==> config.mk <==
export PLATFORM = sky130hd
export DESIGN_NAME = main_mul_seq_flat
export DESIGN_NICKNAME = d
export VERILOG_FILES = /design/src/rtl/main_mul_seq_if.sv /design/src/rtl/main_mul_seq.sv /design/src/flat_wrapper.sv
export SDC_FILE = /design/constraint.sdc
export NUM_CORES = 1
export LEC_CHECK = 0
export CAP_MARGIN = 40
export CORE_MARGIN = 4
export CORE_UTILIZATION = 40
export DETAILED_ROUTE_END_ITERATION = 6
export PLACE_DENSITY_LB_ADDON = 0.1
export SETUP_SLACK_MARGIN = 0.4
export SLEW_MARGIN = 20
export SYNTH_ARGS = -nofsm -noshare
export SYNTH_HDL_FRONTEND = slang
export SYNTH_SLANG_ARGS = --single-unit
export TNS_END_PERCENT = 10
==> constraint.sdc <==
create_clock -name clk -period 6.13 [get_ports clk]
set_clock_uncertainty 0.2 [all_clocks]
set_input_delay 1.839 -clock clk [delete_from_list [all_inputs] [get_ports clk]]
set_output_delay 1.839 -clock clk [all_outputs]
set_load 0.005 [all_outputs]
==> src/rtl/main_mul_seq_if.sv <==
// Request/result bundle for the sequential binary32 multiplier.
// The master drives the operands and start; the slave returns the product and status.
interface main_mul_seq_if #(
    parameter int DATA_WIDTH = 32
);
    logic                  start;
    logic [DATA_WIDTH-1:0] a;
    logic [DATA_WIDTH-1:0] b;
    logic [DATA_WIDTH-1:0] m;
    logic                  overflow;
    logic                  underflow;
    logic                  busy;
    logic                  done;

    modport master (
        output start, a, b,
        input  m, overflow, underflow, busy, done
    );

    modport slave (
        input  start, a, b,
        output m, overflow, underflow, busy, done
    );
endinterface

==> src/rtl/main_mul_seq.sv <==
// Sequential IEEE-754 binary32 multiplier: 24-step shift-add significand product,
// round-to-nearest-even, flush-to-zero on denormal inputs and underflowing results.
module main_mul_seq #(
    parameter int DATA_WIDTH = 32  // only 32 (binary32) is supported
) (
    input  logic          clk,
    input  logic          rst,
    main_mul_seq_if.slave bus
);
    typedef enum logic [2:0] {
        S_IDLE,
        S_UNPACK,
        S_MULT,
        S_NORM,
        S_DONE
    } state_t;

    state_t                r_state;
    state_t                w_state_nxt;
    logic [DATA_WIDTH-1:0] r_a;
    logic [DATA_WIDTH-1:0] r_b;
    logic [DATA_WIDTH-1:0] r_m;
    logic                  r_ovf;
    logic                  r_unf;
    logic                  r_sign;
    logic signed [9:0]     r_exp;
    logic [47:0]           r_prod;
    logic [47:0]           r_mcand;
    logic [23:0]           r_mplier;
    logic [4:0]            r_cnt;

    logic [7:0]            w_ea;
    logic [7:0]            w_eb;
    logic [22:0]           w_fa;
    logic [22:0]           w_fb;
    logic                  w_a_zero, w_a_inf, w_a_nan;
    logic                  w_b_zero, w_b_inf, w_b_nan;
    logic                  w_special;
    logic                  w_sign;
    logic [DATA_WIDTH-1:0] w_special_m;

    logic                  w_p47;
    logic [22:0]           w_mant;
    logic                  w_guard;
    logic                  w_sticky;
    logic                  w_round_up;
    logic [23:0]           w_mant_rnd;
    logic                  w_carry;
    logic signed [9:0]     w_exp_fin;
    logic [DATA_WIDTH-1:0] w_norm_m;
    logic                  w_norm_ovf;
    logic                  w_norm_unf;

    // Operand classification; exp=0 counts as zero, which flushes denormals.
    assign w_ea      = r_a[30:23];
    assign w_eb      = r_b[30:23];
    assign w_fa      = r_a[22:0];
    assign w_fb      = r_b[22:0];
    assign w_a_zero  = (w_ea == 8'h00);
    assign w_b_zero  = (w_eb == 8'h00);
    assign w_a_inf   = (w_ea == 8'hFF) && (w_fa == 23'd0);
    assign w_b_inf   = (w_eb == 8'hFF) && (w_fb == 23'd0);
    assign w_a_nan   = (w_ea == 8'hFF) && (w_fa != 23'd0);
    assign w_b_nan   = (w_eb == 8'hFF) && (w_fb != 23'd0);
    assign w_special = w_a_zero || w_a_inf || w_a_nan || w_b_zero || w_b_inf || w_b_nan;
    assign w_sign    = r_a[31] ^ r_b[31];

    // NOTE: every always_comb output gets a default first so no path leaves it unassigned (no latch).
    always_comb begin
        w_special_m = {w_sign, 31'd0};
        if (w_a_nan || w_b_nan || (w_a_zero && w_b_inf) || (w_a_inf && w_b_zero)) begin
            w_special_m = 32'h7FC0_0000;
        end else if (w_a_inf || w_b_inf) begin
            w_special_m = {w_sign, 8'hFF, 23'd0};
        end
    end

    // Normalize: product of two [1,2) significands lies in [1,4).
    always_comb begin
        w_p47    = r_prod[47];
        w_mant   = r_prod[45:23];
        w_guard  = r_prod[22];
        w_sticky = |r_prod[21:0];
        if (w_p47) begin
            w_mant   = r_prod[46:24];
            w_guard  = r_prod[23];
            w_sticky = |r_prod[22:0];
        end
        w_round_up = w_guard & (w_sticky | w_mant[0]);
        w_mant_rnd = {1'b0, w_mant} + {23'd0, w_round_up};
        // A carry out means the significand rounded up to 2.0; fraction is already zero.
        w_carry    = w_mant_rnd[23];
        w_exp_fin  = r_exp + $signed({9'd0, w_p47}) + $signed({9'd0, w_carry});
        w_norm_ovf = 1'b0;
        w_norm_unf = 1'b0;
        w_norm_m   = {r_sign, w_exp_fin[7:0], w_mant_rnd[22:0]};
        if (w_exp_fin >= 10'sd255) begin
            w_norm_ovf = 1'b1;
            w_norm_m   = {r_sign, 8'hFF, 23'd0};
        end else if (w_exp_fin <= 10'sd0) begin
            w_norm_unf = 1'b1;
            w_norm_m   = {r_sign, 31'd0};
        end
    end

    always_comb begin
        w_state_nxt = r_state;
        case (r_state)
            S_IDLE:   if (bus.start) w_state_nxt = S_UNPACK;
            S_UNPACK: w_state_nxt = w_special ? S_DONE : S_MULT;
            S_MULT:   if (r_cnt == 5'd23) w_state_nxt = S_NORM;
            S_NORM:   w_state_nxt = S_DONE;
            S_DONE:   w_state_nxt = S_IDLE;
            default:  w_state_nxt = S_IDLE;
        endcase
    end

    // NOTE: sequential state uses non-blocking assignments so every register samples pre-edge values.
    always_ff @(posedge clk) begin
        if (rst) r_state <= S_IDLE;
        else     r_state <= w_state_nxt;
    end

    always_ff @(posedge clk) begin
        if (rst) begin
            r_a      <= '0;
            r_b      <= '0;
            r_m      <= '0;
            r_ovf    <= 1'b0;
            r_unf    <= 1'b0;
            r_sign   <= 1'b0;
            r_exp    <= '0;
            r_prod   <= '0;
            r_mcand  <= '0;
            r_mplier <= '0;
            r_cnt    <= '0;
        end else begin
            case (r_state)
                S_IDLE: begin
                    if (bus.start) begin
                        r_a <= bus.a;
                        r_b <= bus.b;
                    end
                end
                S_UNPACK: begin
                    r_sign   <= w_sign;
                    r_exp    <= $signed({2'b00, w_ea}) + $signed({2'b00, w_eb}) - 10'sd127;
                    r_mcand  <= {24'd0, 1'b1, w_fa};
                    r_mplier <= {1'b1, w_fb};
                    r_prod   <= '0;
                    r_cnt    <= '0;
                    if (w_special) begin
                        r_m   <= w_special_m;
                        r_ovf <= 1'b0;
                        r_unf <= 1'b0;
                    end
                end
                S_MULT: begin
                    if (r_mplier[0]) r_prod <= r_prod + r_mcand;
                    r_mcand  <= r_mcand << 1;
                    r_mplier <= r_mplier >> 1;
                    r_cnt    <= r_cnt + 5'd1;
                end
                S_NORM: begin
                    r_m   <= w_norm_m;
                    r_ovf <= w_norm_ovf;
                    r_unf <= w_norm_unf;
                end
                default: ;
            endcase
        end
    end

    assign bus.m         = r_m;
    assign bus.overflow  = r_ovf;
    assign bus.underflow = r_unf;
    assign bus.busy      = (r_state != S_IDLE);
    assign bus.done      = (r_state == S_DONE);
endmodule

==> src/flat_wrapper.sv <==
// flat-port wrapper written by rule: the top's interface ports become plain ports
module main_mul_seq_flat 
#(
    parameter int DATA_WIDTH = 32                                    
)
  (clk, rst, bus_start, bus_a, bus_b, bus_m, bus_overflow, bus_underflow, bus_busy, bus_done);
  main_mul_seq_if #(.DATA_WIDTH(DATA_WIDTH)) bus_i ();
  input  logic clk;
  input  logic rst;
  input wire logic [$bits(bus_i.start)-1:0] bus_start;
  input wire logic [$bits(bus_i.a)-1:0] bus_a;
  input wire logic [$bits(bus_i.b)-1:0] bus_b;
  output wire logic [$bits(bus_i.m)-1:0] bus_m;
  output wire logic [$bits(bus_i.overflow)-1:0] bus_overflow;
  output wire logic [$bits(bus_i.underflow)-1:0] bus_underflow;
  output wire logic [$bits(bus_i.busy)-1:0] bus_busy;
  output wire logic [$bits(bus_i.done)-1:0] bus_done;
  assign bus_i.start = bus_start;
  assign bus_i.a = bus_a;
  assign bus_i.b = bus_b;
  assign bus_m = bus_i.m;
  assign bus_overflow = bus_i.overflow;
  assign bus_underflow = bus_i.underflow;
  assign bus_busy = bus_i.busy;
  assign bus_done = bus_i.done;
  main_mul_seq #(.DATA_WIDTH(DATA_WIDTH)) u_core (.clk(clk), .rst(rst), .bus(bus_i));
endmodule
==> impl_metrics.env, run 1 <==
export IMPL_die_h_um=186
export IMPL_io_buffers=102
export IMPL_area_delta_synth_final_pct=17.6
export IMPL_drv_slew=0
export IMPL_synth_edf_count=0
export IMPL_io_pins=103
export IMPL_cts_max_level=1
export IMPL_cp_end_kind="flip-flop"
export IMPL_synth_area_um2=12600
export IMPL_cp_start_kind="flip-flop"
export IMPL_gr_total_overflow=0
export IMPL_async_flop_share_pct=0
export IMPL_synth_distinct_cells=75
export IMPL_worst_pin_slew_ps=817
export IMPL_ant_nets=0
export IMPL_syn_nets=1721
export IMPL_relSlewSlack_pct=45.6
export IMPL_cp_max_fo=11
export IMPL_fillCellCount=3060
export IMPL_ys_ff_latch=237
export IMPL_final_area_um2=14900
export IMPL_final_nets=1765
export IMPL_dr_total_vias=11500
export IMPL_dpl_cell_area_um2=13900
export IMPL_rows=64
export IMPL_p_per_area_nw_per_um2=297
export IMPL_fmax_ghz=0.202
export IMPL_postCtsHoldBufs=0
export IMPL_wl_per_cell_um=16.4
export IMPL_numCtsBuffers=28
export IMPL_first_global_vias=10600
export IMPL_final_common_cell="nand2_1"
export IMPL_antenna_found_initial=0
export IMPL_globalplace_congestion=0.896
export IMPL_rsz0062_at_grt="no"
export IMPL_track_usage_pct=19.0
export IMPL_cts_sinks=237
export IMPL_n_antenna_cell=0
export IMPL_dp_hpwl_mm=23.5
export IMPL_ys_flop_type="dfxtp_1"
export IMPL_vias_per_cell=5.59
export IMPL_post_route_period_util_pct=80.9
export IMPL_timing_setup_tns_ps=0
export IMPL_ys_seq_area_share_pct=37.5
export IMPL_first_iter_violations=643
export IMPL_start_util_pct=40.9
export IMPL_first_pass_iters=5
export IMPL_core_um2=30900
export IMPL_clockBufferDepth=3
export IMPL_worstSetupPathType="flip-flop to flip-flop"
export IMPL_cts_resized_gates=0
export IMPL_crit_arrival_ps=5160
export IMPL_clkSlewWorstSetupHoldPaths_ps=60
export IMPL_cp_required_ps=6330
export IMPL_clock_latency_ps=550
export IMPL_setup_viol=0
export IMPL_dieArea_um2=34500
export IMPL_p_leak_uw=0.00562
export IMPL_drt_total_wl_mm=33.7
export IMPL_hold_violations=0
export IMPL_worstHoldPathType="flip-flop to flip-flop"
export IMPL_drc_errors=0
export IMPL_grt_start_max_net_pins=91
export IMPL_ys_warn_count=0
export IMPL_post_cts_buffers=0
export IMPL_finalCriticalPeriod_ps=4960
export IMPL_layout_common_cells="265 x nand2_1, 236 x dfxtp_1, 214 x a21oi_1, 115 x nor2_1, 101 x clkdlybuf4s50_1"
export IMPL_avgSynthCellArea_um2=7.94
export IMPL_die_w_um=186
export IMPL_cts_tree="yes"
export IMPL_drive_gt1_share_pct=5.31
export IMPL_cts_root_buf="clkbuf_16"
export IMPL_status="completed"
export IMPL_syn_inst=1593
export IMPL_max_cap_violations=0
export IMPL_grt_pass1_wl_mm=55.2
export IMPL_ir_worst_vdd_v=0.000207
==> routing by layer <==
layer  vias to the layer above  wire length, um  track usage, %
met5                         -                0               0
met4                         0              594            3.56
met3                        40             1300            2.23
met2                       249            15000            30.8
met1                      5338            16800            27.7
li1                       5864                -               -
==> state kept, by name, indices dropped and copies added, names as in the netlist <==
name / cells
u_core.r_mcand: 48
u_core.r_prod: 48
u_core.bus.m: 32
u_core.r_a: 32
u_core.r_b: 32
u_core.r_mplier: 24
u_core.r_exp: 10
u_core.r_cnt: 5
u_core.r_state: 3
u_core.bus.overflow: 1
u_core.bus.underflow: 1
u_core.r_sign: 1
==> worst max-delay path: stages (launching register included) <==
cell and delay [ps]:
dfxtp_2 390, nand2b_1 260, a2111oi_4 470, and2_4 270
nand2_2 70, or2_1 340, nor2b_1 220, nand3_1 120
fa_1 450, and2b_1 300, nand2_1 120, nor2_2 190
and3_1 240, nand3_1 120, xor2_1 190, and2b_1 230
a22oi_2 390, o31a_1 200, nor3_1 40
==> cells by family (layout without fill, tap and decap cells) <==
family / after synthesis / in the layout / share of synthesized area, %
AO/OA/AOI/OAI: 519 / 519 / 26.6
XOR/XNOR: 68 / 68 / 4.71
adder cells (fa/ha/maj): 61 / 61 / 6.21
buffers and inverters: 126 / 191 / 3.97
flip-flops: 237 / 237 / 37.5
multiplexers: 12 / 12 / 0.980
AND/OR/NAND/NOR: 570 / 570 / 20.0
==> cell usage after synthesis (9+ instances only) <==
master / count / area (um2)
nand2_1: 266 / 998
dfxtp_1: 237 / 4740
a21oi_1: 215 / 1080
nor2_1: 118 / 443
a22oi_1: 91 / 683
clkbuf_1: 84 / 315
ha_1: 58 / 726
nand3_1: 54 / 270
xnor2_1: 46 / 403
a21o_1: 39 / 293
o21ai_0: 32 / 160
nor3_1: 30 / 150
a211oi_1: 26 / 195
nor4_1: 24 / 150
xor2_1: 22 / 193
a22o_1: 20 / 175
inv_1: 20 / 75.1
nand4_1: 20 / 125
o21a_1: 12 / 90.1
o21bai_1: 12 / 90.1
nand2b_1: 11 / 68.8
nor2b_1: 11 / 68.8
and2_1: 10 / 62.6
buf_2: 10 / 50.1
o21ai_1: 10 / 50.1
and3_1: 9 / 56.3
mux2i_1: 9 / 90.1
==> stage by stage <==
step | hold WS, ps | instances | setup WS, ps | power [uW] | utilization, %
detailed placement | 247 | 2002 | 797 | 2770 | 45.0
global route | 274 | 2054 | 700 | 4660 | 48.1
floorplan | 237 | 1593 | 1670 | 2420 | -
CTS | 258 | 2053 | 767 | 4480 | 48.1
finish | 255 | 2054 | 1170 | 4420 | 48.1
global placement | 243 | 2001 | 957 | 2750 | 44.9
==> power breakdown <==
group	switching [uW]	internal (uW)	total [uW]	leakage, uW
combinational	599	333	932	0.00324
sequential	128	1670	1800	0.00192
clock	663	1030	1690	0.000462
==> cell type report <==
cell class	count	area, um2	area share, %
Multi-Input combinational cell	1230	7440	50.0
Sequential cell	237	4750	31.9
Clock inverter	11	144	0.968
Clock buffer	40	796	5.35
Timing Repair Buffer	118	1170	7.84
Inverter	22	82.6	0.555
Tap cell	396	495	3.33
==> final timing paths <==
path                                     end  depth (start not counted)                            start  slack (ps)
min          u_core.r_mplier[1]$_SDFFE_PP0P_                          2  u_core.r_mplier[1]$_SDFFE_PP0P_         250
max reg2reg    u_core.bus.m[24]$_SDFFE_PP0P_                         18   u_core.r_prod[47]$_SDFFE_PP0P_        1170
min reg2reg  u_core.r_mplier[1]$_SDFFE_PP0P_                          2  u_core.r_mplier[1]$_SDFFE_PP0P_         250
max            u_core.bus.m[24]$_SDFFE_PP0P_                         18   u_core.r_prod[47]$_SDFFE_PP0P_        1170
Power figures use the tool's default switching activity.
==> run 2, diff against run 1 <==
==> constraint.sdc (replaced) <==
create_clock -name clk -period 4.2 [get_ports clk]
set_clock_uncertainty 0.2 [all_clocks]
set_input_delay 1.26 -clock clk [delete_from_list [all_inputs] [get_ports clk]]
set_output_delay 1.26 -clock clk [all_outputs]
set_load 0.005 [all_outputs]
==> run 2 against run 1 <==
Net effect:
- global-route usage is essentially flat
- sequential cell count is the same
- clock power grew 53%
- worst hold slack gained 1.6 ps
- utilization grew 1.7 points
- sequential share of layout area shrank 1.1 points
- non-clock buffer count grew 46
- critical path depth is the same
- register-to-register slack lost 920 ps
- first-iteration DRC count shrank 16%
- wire length grew 1.3%
- largest cell class unchanged
==> impl_metrics.env, run 2 (synthesized netlist as in run 1, its figures left out) <==
export IMPL_status="completed"
export IMPL_finalCriticalPeriod_ps=3950
export IMPL_drv_slew=0
export IMPL_cp_top_family="simple AND/OR/NAND/NOR gates"
export IMPL_ant_nets=0
export IMPL_final_area_um2=15400
export IMPL_clock_latency_ps=550
export IMPL_final_common_cell="nand2_1"
export IMPL_area_delta_synth_final_pct=21.9
export IMPL_cts_tree="yes"
export IMPL_track_usage_pct=19.0
export IMPL_use_met3_pct=2.27
export IMPL_dp_hpwl_mm=24.2
export IMPL_place_ws_ps=62.1
export IMPL_power_uw=6640
export IMPL_drc_errors=0
export IMPL_drt_total_wl_mm=34.1
export IMPL_cp_required_ps=4420
export IMPL_worstSetupPathType="flip-flop to flip-flop"
export IMPL_p_int_uw=4610
export IMPL_comb_power_share_pct=21.4
export IMPL_crit_arrival_ps=4170
export IMPL_wl_per_cell_um=16.2
export IMPL_fin_ws_ps=250
export IMPL_swShare_pct=30.6
export IMPL_dr_total_vias=11700
export IMPL_top_regs="u_core.r_mcand (48), u_core.r_prod (48)"
export IMPL_p_leak_uw=0.00591
export IMPL_core_um2=30900
export IMPL_globalRoute_busiestLayer="met2"
export IMPL_relSlewSlack_pct=49.2
export IMPL_cp_end_kind="flip-flop"
export IMPL_numCtsBuffers=29
export IMPL_seqPwrFrac_pct=39.6
export IMPL_clockBufferDepth=3
export IMPL_hold_violations=0
export IMPL_cpMaxStageDelayCell="dfxtp_4"
export IMPL_die_h_um=186
export IMPL_rows=64
export IMPL_postCtsHoldBufs=0
export IMPL_grt_use_met2_pct=31.4
export IMPL_globalplace_congestion=0.901
export IMPL_first_pass_iters=5
export IMPL_p_per_area_nw_per_um2=431
export IMPL_post_route_util_pct=49.9
export IMPL_worst_pin_slew_ps=762
export IMPL_met1_usage_pct=26.6
export IMPL_critPathMaxStageDelay_ps=380
export IMPL_ir_worst_vdd_v=0.000284
export IMPL_path_cells="mux2i_4 -> a2111oi_4 -> and2_4 -> nand2_2 -> or2_4 -> nor2b_4 -> nand3_2 -> fa_2 -> and2b_2 -> nand2_2 -> nor2_4 -> and3_4 -> nand3_4 -> xor2_2 -> and2b_2 -> a22oi_2 -> buf_4 -> a211oi_1"
export IMPL_dieArea_um2=34500
export IMPL_fillCellCount=3065
export IMPL_drive_gt1_share_pct=9.09
export IMPL_setup_viol=0
export IMPL_worstHoldPathType="flip-flop to flip-flop"
export IMPL_cts_max_level=1
export IMPL_io_pins=103
export IMPL_max_cap_violations=0
export IMPL_critical_path_buf_inv_count=1
export IMPL_die_w_um=186
export IMPL_final_nets=1812
export IMPL_cts_sinks=237
export IMPL_start_util_pct=40.9
export IMPL_first_iter_violations=542
export IMPL_clkSlewWorstSetupHoldPaths_ps=60
export IMPL_io_buffers=102
export IMPL_timing_setup_tns_ps=0
export IMPL_dpl_cell_area_um2=14300
export IMPL_vias_per_cell=5.57
export IMPL_first_global_vias=11000
export IMPL_switchingPower_uw=2030
export IMPL_n_antenna_cell=0
export IMPL_fmax_ghz=0.253
export IMPL_grt_pass1_wl_mm=55.3
export IMPL_power_clock_fraction_pct=38.9
export IMPL_layout_common_cells="262 x nand2_1, 234 x dfxtp_1, 213 x a21oi_1, 115 x nor2_1, 101 x clkdlybuf4s50_1"
export IMPL_post_route_period_util_pct=94.1
export IMPL_grt_start_max_net_pins=97
export IMPL_rsz0062_at_grt="yes"
export IMPL_gr_total_overflow=0
export IMPL_cts_root_buf="clkbuf_16"
export IMPL_cp_start_kind="flip-flop"
export IMPL_cp_max_fo=7
export IMPL_antenna_found_initial=0
-- run 2: cell types whose count changed in the layout (fill, tap and decap cells not counted), sizes merged --
| cell | delta |
|---|---|
| buf | +46 |
| clkbuf | +2 |
| clkinv | -2 |
| bufinv | +1 |
| clkinvlp | -1 |
| inv | +1 |
-- run 2: power groups by stage --
stage | clock network, uW | registers, uW | logic, uW
after detailed placement | 0 | 2680 | 1400
final | 2590 | 2630 | 1420
after global placement | 0 | 2680 | 1380
after floorplan | 0 | 2610 | 922
after global routing | 2720 | 2660 | 1590
after CTS | 2640 | 2630 | 1410
-- run 2: layout make-up --
class / instances / area [um2] / share of cell area (%)
repair buffers: 164 / 1550 / 10.1
clock inverters: 10 / 154 / 0.999
clock buffers: 42 / 845 / 5.48
inverters: 22 / 82.6 / 0.536
well taps: 396 / 495 / 3.21
flip-flops and latches: 237 / 4750 / 30.8
multi-input cells: 1230 / 7530 / 48.9
-- run 2: per-stage QoR --
stage          hold slack, ps  std cells
3_5_place_dp              249       2040
3_3_place_gp              243       2040
5_1_grt                   272       2101
6_report                  256       2101
4_1_cts                   257       2100
2_1_floorplan             237       1593
-- run 2: what timing repair did --
item / in CTS / in global routing
endpoints found under the hold margin: 0 / 0
endpoints found under the setup margin: 33 / 33
cloned: 0 / 0
setup buffers: 8 / 0
gates resized for setup: 10 / 1
pin swaps: 9 / 2
-- run 2: metal layers --
layer,part of all wire [%],vias up
li1,-,5941
met1,49,5485
met2,45,234
met3,3.6,53
met4,2.4,0
met5,0,-
-- run 2: path summary, 6_finish.rpt --
check / to / depth (start not counted) / slack (ps) / from
hold / removal: u_core.r_mplier[15]$_SDFFE_PP0P_ / 2 / 260 / u_core.r_mplier[15]$_SDFFE_PP0P_
setup reg to reg: u_core.bus.m[29]$_SDFFE_PP0P_ / 18 / 250 / u_core.r_prod[47]$_SDFFE_PP0P_
setup / recovery: u_core.bus.m[29]$_SDFFE_PP0P_ / 18 / 250 / u_core.r_prod[47]$_SDFFE_PP0P_
hold reg to reg: u_core.r_mplier[15]$_SDFFE_PP0P_ / 2 / 260 / u_core.r_mplier[15]$_SDFFE_PP0P_
-- run 2: tightest hold or removal path, stage by stage (launching register included) --
cell and delay, ps:
dfxtp_1 310, nand2_1 50, a21oi_1 50
